## config.mk

```make
export PLATFORM = sky130hd
export DESIGN_NAME = reg_dump
export DESIGN_NICKNAME = d
export VERILOG_FILES = /design/src/rtl/reg_dump_pkg.sv /design/src/rtl/reg_dump_byte_serializer.sv /design/src/rtl/reg_dump.sv
export SDC_FILE = /design/constraint.sdc
export NUM_CORES = 1
export LEC_CHECK = 0
export CAP_MARGIN = 20
export CORE_MARGIN = 8
export CORE_UTILIZATION = 51
export DETAILED_ROUTE_END_ITERATION = 10
export PLACE_DENSITY = 0.9
export SETUP_SLACK_MARGIN = 0.02
export SLEW_MARGIN = 40
export SYNTH_ARGS = -nofsm -noshare
export SYNTH_HDL_FRONTEND = slang
export SYNTH_SLANG_ARGS = --single-unit
```

## constraint.sdc

```tcl
create_clock -name clock -period 2.5 [get_ports clock]
set_input_delay 0.5 -clock clock [delete_from_list [all_inputs] [get_ports clock]]
set_output_delay 0.5 -clock clock [all_outputs]
set_load 0.005 [all_outputs]
```

## src/rtl/reg_dump_pkg.sv

```systemverilog
// Shared constants for the register-file dump engine: FSM encoding, byte
// counts and the per-register header format.
package reg_dump_pkg;

  localparam int unsigned BYTES_PER_REG = 8;
  localparam int unsigned WORD_W        = BYTES_PER_REG * 8;
  localparam int unsigned IDX_W         = 5;
  localparam int unsigned STATE_W       = 3;

  localparam logic [STATE_W-1:0] S_IDLE = 3'd0;
  localparam logic [STATE_W-1:0] S_REQ  = 3'd1;
  localparam logic [STATE_W-1:0] S_HDR  = 3'd2;
  localparam logic [STATE_W-1:0] S_DATA = 3'd3;
  localparam logic [STATE_W-1:0] S_DONE = 3'd4;

  localparam logic [2:0] HDR_PAD = 3'b000;

  // Header byte announcing which register follows.
  function automatic logic [7:0] hdr_byte(input logic [IDX_W-1:0] idx);
    return {HDR_PAD, idx};
  endfunction

endpackage

```

## src/rtl/reg_dump_byte_serializer.sv

```systemverilog
// Loads one 64-bit word (optionally prefixed by a header byte) and shifts it
// out LSB byte first over valid/ready, flagging the final byte.
module byte_serializer
  import reg_dump_pkg::*;
(
  input  logic              clock,
  input  logic              reset,
  input  logic              load,
  input  logic [WORD_W-1:0] word,
  input  logic              hdr_en,
  input  logic [7:0]        hdr,
  output logic              valid,
  output logic [7:0]        data,
  input  logic              ready,
  output logic              last_c
);

  localparam int unsigned SH_W  = WORD_W + 8;
  localparam int unsigned CNT_W = 4;

  logic [SH_W-1:0]  sh_q;
  logic [CNT_W-1:0] rem_q;

  // Header sits in the low byte so it leaves first; zeros fill in behind.
  always_ff @(posedge clock) begin
    if (reset) begin
      sh_q  <= '0;
      rem_q <= '0;
      valid <= 1'b0;
    end else if (load) begin
      sh_q  <= hdr_en ? {word, hdr} : {8'h00, word};
      rem_q <= hdr_en ? CNT_W'(BYTES_PER_REG + 1) : CNT_W'(BYTES_PER_REG);
      valid <= 1'b1;
    end else if (valid && ready) begin
      sh_q  <= sh_q >> 8;
      rem_q <= rem_q - CNT_W'(1);
      valid <= (rem_q != CNT_W'(1));
    end
  end

  assign data   = sh_q[7:0];
  assign last_c = valid && (rem_q == CNT_W'(1));

endmodule

```

## src/rtl/reg_dump.sv

```systemverilog
// Debug read-out engine: walks every register through one register-file read
// port and streams each value out as bytes over valid/ready.
module reg_dump
  import reg_dump_pkg::*;
#(
  parameter int unsigned NUM_REGS   = 32,
  parameter int unsigned RD_LATENCY = 2,
  parameter int unsigned SEND_INDEX = 1
) (
  input  logic              clock,
  input  logic              reset,
  input  logic              start,
  output logic              busy,
  output logic              done,
  output logic [IDX_W-1:0]  rf_addr,
  input  logic [WORD_W-1:0] rf_data,
  output logic              tx_valid,
  output logic [7:0]        tx_data,
  input  logic              tx_ready
);

  localparam int unsigned LAT_W = (RD_LATENCY > 1) ? $clog2(RD_LATENCY) : 1;

  logic [STATE_W-1:0] state_q, state_n;
  logic [IDX_W-1:0]   idx_q, idx_n;
  logic [LAT_W-1:0]   lat_q, lat_n;
  logic               load_c;
  logic               ser_last_c;

  always_ff @(posedge clock) begin
    if (reset) begin
      state_q <= S_IDLE;
      idx_q   <= '0;
      lat_q   <= '0;
      busy    <= 1'b0;
      done    <= 1'b0;
    end else begin
      state_q <= state_n;
      idx_q   <= idx_n;
      lat_q   <= lat_n;
      busy    <= (state_n == S_REQ) || (state_n == S_HDR) || (state_n == S_DATA);
      done    <= (state_n == S_DONE);
    end
  end

  // idx only moves on entry to REQ, so the read address stays put otherwise.
  always_comb begin
    state_n = state_q;
    idx_n   = idx_q;
    lat_n   = lat_q;
    load_c  = 1'b0;
    case (state_q)
      S_IDLE: begin
        if (start) begin
          state_n = S_REQ;
          idx_n   = '0;
          lat_n   = '0;
        end
      end
      S_REQ: begin
        if (lat_q == LAT_W'(RD_LATENCY - 1)) begin
          load_c  = 1'b1;
          state_n = (SEND_INDEX != 0) ? S_HDR : S_DATA;
        end else begin
          lat_n = lat_q + LAT_W'(1);
        end
      end
      S_HDR: begin
        if (tx_valid && tx_ready) state_n = S_DATA;
      end
      S_DATA: begin
        if (ser_last_c && tx_ready) begin
          if (idx_q == IDX_W'(NUM_REGS - 1)) begin
            state_n = S_DONE;
          end else begin
            state_n = S_REQ;
            idx_n   = idx_q + IDX_W'(1);
            lat_n   = '0;
          end
        end
      end
      S_DONE:  state_n = S_IDLE;
      default: state_n = S_IDLE;
    endcase
  end

  assign rf_addr = idx_q;

  byte_serializer u_ser (
    .clock  (clock),
    .reset  (reset),
    .load   (load_c),
    .word   (rf_data),
    .hdr_en (SEND_INDEX != 0),
    .hdr    (hdr_byte(idx_q)),
    .valid  (tx_valid),
    .data   (tx_data),
    .ready  (tx_ready),
    .last_c (ser_last_c)
  );

endmodule

```

-- Word level (Yosys, flattened, before mapping)
Index checks and enable logic that the tools add are counted.
- register bits: 88
- word-level logic and storage cells: 61
- equality and inequality tests: 13
- $add $sub $neg: 3
- multiplexer cells: 23
- reduce and logical (&&, ||, !) cells: 12
- operator list (kind ; count):
    2-to-1 mux 72 bit ; 2
    2-to-1 mux 3 bit ; 5
    2-to-1 mux 5 bit ; 3
    == test 3 x 2 -> 1 bit, second input constant ; 4
    case mux 3 bit (4 select lines) ; 1
    case mux 5 bit (2 select lines) ; 1
    2-to-1 mux 1 bit ; 8
    2-to-1 mux 4 bit ; 2
    AND reduction 4 bit ; 2
    == test 3 x 1 -> 1 bit, second input constant ; 2
    != test 2 bit, second input constant ; 3
    adder 5 x 1 -> 5 bit, second input constant ; 1
    == test 5 bit, second input constant ; 1
    == test 4 x 1 -> 1 bit, second input constant ; 1
    != test 4 x 1 -> 1 bit, second input constant ; 1
    nonzero test 2 bit ; 2
    subtractor 4 x 1 -> 4 bit, second input constant ; 1
    == test 3 bit, second input constant ; 1
    logical AND 1 bit ; 3
    logical NOT 3 bit ; 1
    case mux 1 bit (3 select lines) ; 1
    nonzero test 3 bit ; 1
    logical OR 1 bit ; 2
    OR reduction 2 bit ; 1
    adder 1 bit, second input constant ; 1

-- Logic depth before layout (Yosys ltp)
- depth in word-level cells: 8
- depth in mapped cells: 7
- gate-level depth less buffers: 6

-- Cells and area by module
Synthesis repeated with hierarchy kept, for this count alone.
- cell total of the unflattened synthesis: 490
- area, all modules: 4489.3 um^2
- modules (own cells, without submodules) (module ; area an instance (um^2) ; instances ; cells an instance ; sequential area each (um^2)):
    byte_serializer ; 3881.2 ; 1 ; 422 ; 1541.5
    reg_dump ; 608.1 ; 1 ; 68 ; 220.2

-- Worst setup path before layout
OpenSTA, ideal clock, no wires.
- path kind: register to register
- from: register idx_q[0] (netlist: rf_addr[0])
- to: register idx_q[0] (netlist: rf_addr[0])
- path buffers: 0
- data arrival time: 1719 ps
- cell stages (with the launch flop): 6
- data required time: 2379 ps
- setup time: 121 ps
- period minus slack after synthesis: 1840 ps
- path slack: 660 ps
- path through: dfxtp_1 > ha_1 > and3_1 > ha_1 > nor4_4 > mux2_2
- word-level cells in the longest chain between the ends: 4
- elaborated cells on any way between the ends: 7
- classes of those cells: 1 x add/sub; 2 x eq/ne; 3 x mux; 1 x reduce/logical
- RTL lines (element ; line ; source):
    from (decl) ; reg_dump.sv:25 ; logic [IDX_W-1:0] idx_q, idx_n;
    from (signal assigned) ; reg_dump.sv:39 ; idx_q <= idx_n;
    adder 5 x 1 -> 5 bit ; reg_dump.sv:77 ; idx_n = idx_q + IDX_W'(1);
    2-to-1 mux 5 bit ; reg_dump.sv:73 ; if (idx_q == IDX_W'(NUM_REGS - 1)) begin
    2-to-1 mux 5 bit ; reg_dump.sv:72 ; if (ser_last_c && tx_ready) begin
    case mux 5 bit (2 select lines) ; reg_dump.sv:52 ; case (state_q)
Parallel ways exist; a longest one is shown, timed or not. The select of a mux whose other input is x is not followed.
A chain may end at the register's enable or synchronous reset.

-- Worst setup path in the final report
Ends and elaborated chain as after synthesis.

==> metrics.log <==
[metrics] cell-internal power: ~2.4 mW
[metrics] count of clock tree sinks: 88
[metrics] post-cts resize count: 0
[metrics] count of endpoints failing hold in the final timing report: 0
[metrics] clk_lat worst skew: 0.35 ns
[metrics] ratio of cells with drive above 1 in the final layout: 6.789%
[metrics] class of the worst hold path: register to register
[metrics] net count after synthesis: 560
[metrics] Cells after DPL: 631
[metrics] sort of element at the end of the critical path: register
[metrics] type of the setup path with the least slack: register to register
[metrics] placeable core area: around 7600 µm²
[metrics] Data required, critical path: 2.75 ns
[metrics] post-route DRC violation count: 0
[metrics] total number of nets in the final design: 612
[metrics] pwr dens: 621.4 nW/µm²
[metrics] Main synth FF type: dfxtp_1
[metrics] setup repair after global routing missed its margin: no
[metrics] synthesis-stage register bit count: 88
[metrics] portion of total power attributed to combinational logic: 11.9%
[metrics] adder-cell area share of the yosys netlist: under 10%
[metrics] mean post-synth cell area: 8.033 µm²
[metrics] switching pwr: 0.7224 mW
[metrics] Post-Layout Cell Count: 647
[metrics] initial antenna violation count: 0
[metrics] biggest area consumer among synthesized cells: dfxtp_1
[metrics] leading cell types by count after synthesis: nand2_1, dfxtp_1, nor2_1, a311oi_1, clkbuf_1
[metrics] sum of net half-perimeters after detailed placement: ~7000 µm
[metrics] # diodes: 0
[metrics] floorplan die area: 10750 µm²
[metrics] Yosys top cell area share: 44.94%
[metrics] post-layout instance area: 5016 µm²
[metrics] Max-Cap Viols: 0
[metrics] number of vias per cell after detailed routing: 5.762
[metrics] number of fill cells in the layout: 582
[metrics] CTS H-tree lvls: 3
[metrics] Via Count: 3728
[metrics] worst rel slew slack: 62.75%
[metrics] synthesized-area fraction occupied by and/or/nand/nor cells: 27.77%
[metrics] Sw Share: a little under a quarter
[metrics] largest net degree at the start of global routing: 135
[metrics] Synthesis Warnings: 0
[metrics] area added between synthesis and finish: 27.96%
[metrics] post-placement worst setup slack: 0.2685 ns
[metrics] maximum achievable frequency: 0.5191 GHz
[metrics] GRT Resource Usage Total: 18.90%
[metrics] clock tree from TritonCTS: yes
[metrics] Post-Syn Instances: 488
[metrics] Post-synth EDFFs: 0
[metrics] Max Slew Vio Count: 0
[metrics] most frequent cell after synthesis: nand2_1
[metrics] fraction of the yosys area taken by sequential cells: 44.94%
[metrics] library cells used by synthesis: 41
[metrics] status: finished clean
[metrics] Inserted Clock Buffers: 9
[metrics] global route overflow: 0
[metrics] Max Fanout on Critical Path: 8
[metrics] fin crit period: 1.926 ns
[metrics] Final Wtd Congestion: a little over 0.8
[metrics] clk slew on worst S/H paths: 0.09 ns
[metrics] placement row count: 32
[metrics] post-route antenna net violation count: 0
[metrics] TNS Setup: 0 ns
[metrics] dominant combinational cell family by area after synthesis: simple AND/OR/NAND/NOR gates
[metrics] data arrival time of the worst path: 2.17 ns
[metrics] share of synthesized flip-flops with an asynchronous set or reset: 0%
[metrics] First DRT Iteration DRCs: 330
[metrics] Max IR drop VDD: 0.3466 mV
[metrics] instance area after placement: 4762 µm²
[metrics] area of the mapped netlist: 3920 µm²
[metrics] sequential group share of total power: 49.3%
[metrics] core utilization of the finished layout: roughly two thirds
[metrics] Worst-Margin Slew: 0.5588 ns
[metrics] clk root buf: clkbuf_8
[metrics] reported leakage power: 1.687 nW
[metrics] WL/cell: 15.78 µm
[metrics] number of endpoints failing setup at the final stage: 0
[metrics] initial core utilization: about half
[metrics] number of buffers inserted to repair setup after CTS: 0
[metrics] top-level port count: 84
[metrics] fraction of power consumed by the clock network: a little under 40%
[metrics] Setup Skew: between 0.01 and 0.015 ns
[metrics] number of buffers inserted for hold repair after clock tree synthesis: 0
[metrics] type of element launching the critical path: register
[metrics] overall die height: a little over 100 µm
[metrics] first-pass GRT wire length: roughly 17000 µm
[metrics] least setup slack across all paths after layout: 0.5737 ns
[metrics] number of buffers inserted by port buffering: 83
[metrics] multiplexer share of the synthesized area: 1.309%
[metrics] floorplan die width: a little over 100 µm
[metrics] Area contributors post-synth: dfxtp_1, a311oi_1, nand2_1
[metrics] Synth Area in XOR/XNOR: 0.4469%
[metrics] post-route clock period utilization: between 70% and 80%
[metrics] vias in the first global route: 3650
[metrics] compound-cell area share of the yosys netlist: approximately 18%
[metrics] drt total wl: 10210 µm
[metrics] maximum clock insertion buffer count: 2
[metrics] TritonRoute pass-1 iters: 7
## layer usage
metal	GRT usage, %	part of all wire [%]	vias up
met2	30.25	48	144
met3	4.337	6.1	20
li1	-	-	1802
met4	8.687	2.0	0
met1	23.62	44	1762
met5	0	0	-
## per-stage QoR
step,total power [mW],hold WS (ns)
2_1_floorplan,1.755,0.4321
3_3_place_gp,1.918,0.4483
3_5_place_dp,1.932,0.4508
4_1_cts,3.118,0.4657
5_1_grt,3.229,0.4892
6_report,3.117,0.4640
## logic make-up after synthesis
group | after synthesis
multiplexers | 5
adder cells (fa/ha/maj) | 4
AO/OA/AOI/OAI | 86
XOR/XNOR | 2
flip-flops | 88
buffers and inverters | 56
AND/OR/NAND/NOR | 247
## sequential cells by signal, summed over array words and instances, names as in the netlist
| signal | count |
|---|---|
| u_ser.sh_q | 72 |
| rf_addr | 5 |
| lat_q | 1 |
| busy | 1 |
| u_ser.valid | 1 |
| done | 1 |
| u_ser.rem_q | 4 |
| state_q | 3 |
## worst max-delay path: stages (launching register included)
cell and delay, ns:
dfxtp_1 0.37, ha_1 0.25, and3_1 0.19, ha_1 0.31, nor4_4 0.34, mux2_2 0.36
## power by group through the flow
| stage | clock [mW] | sequential, mW | combinational (mW) |
|---|---|---|---|
| after floorplan | 0 | 1.54 | 0.211 |
| after global placement | 0 | 1.56 | 0.355 |
| after detailed placement | 0 | 1.57 | 0.365 |
| after CTS | 1.21 | 1.53 | 0.369 |
| after global routing | 1.28 | 1.55 | 0.406 |
| final | 1.21 | 1.54 | 0.370 |
## worst paths after layout
kind         cells after the start  slack [ns]     startpoint       endpoint
min                              2        0.46  u_ser.sh_q[7]  u_ser.sh_q[7]
max                              5        0.57     rf_addr[0]     rf_addr[0]
max reg2reg                      5        0.57     rf_addr[0]     rf_addr[0]
min reg2reg                      2        0.46  u_ser.sh_q[7]  u_ser.sh_q[7]
## cell usage in the layout (no fill, tap or decap), types with 4 or more instances in the layout
cell | Yosys | routed
nand2_1 | 137 | 136
dfxtp_1 | 88 | 88
clkdlybuf4s50_1 | 0 | 82
nor2_1 | 65 | 65
a311oi_1 | 61 | 61
a21oi_1 | 13 | 13
clkbuf_8 | 0 | 11
nand3_1 | 9 | 9
buf_4 | 8 | 8
nand3b_1 | 7 | 7
nand2b_1 | 5 | 5
a211oi_1 | 4 | 4
mux2i_1 | 4 | 4
ha_1 | 4 | 4
## cell type report
class | count | area (µm²) | area share (%)
Clock inverter | 5 | 102.6 | 2.045
Inverter | 3 | 11.26 | 0.2245
Clock buffer | 11 | 151.4 | 3.018
Timing Repair Buffer | 94 | 945.9 | 18.86
Multi-Input combinational cell | 344 | 1916 | 38.19
Sequential cell | 88 | 1762 | 35.12
Tap cell | 102 | 127.6 | 2.544
(Power assumes the default switching activity.)
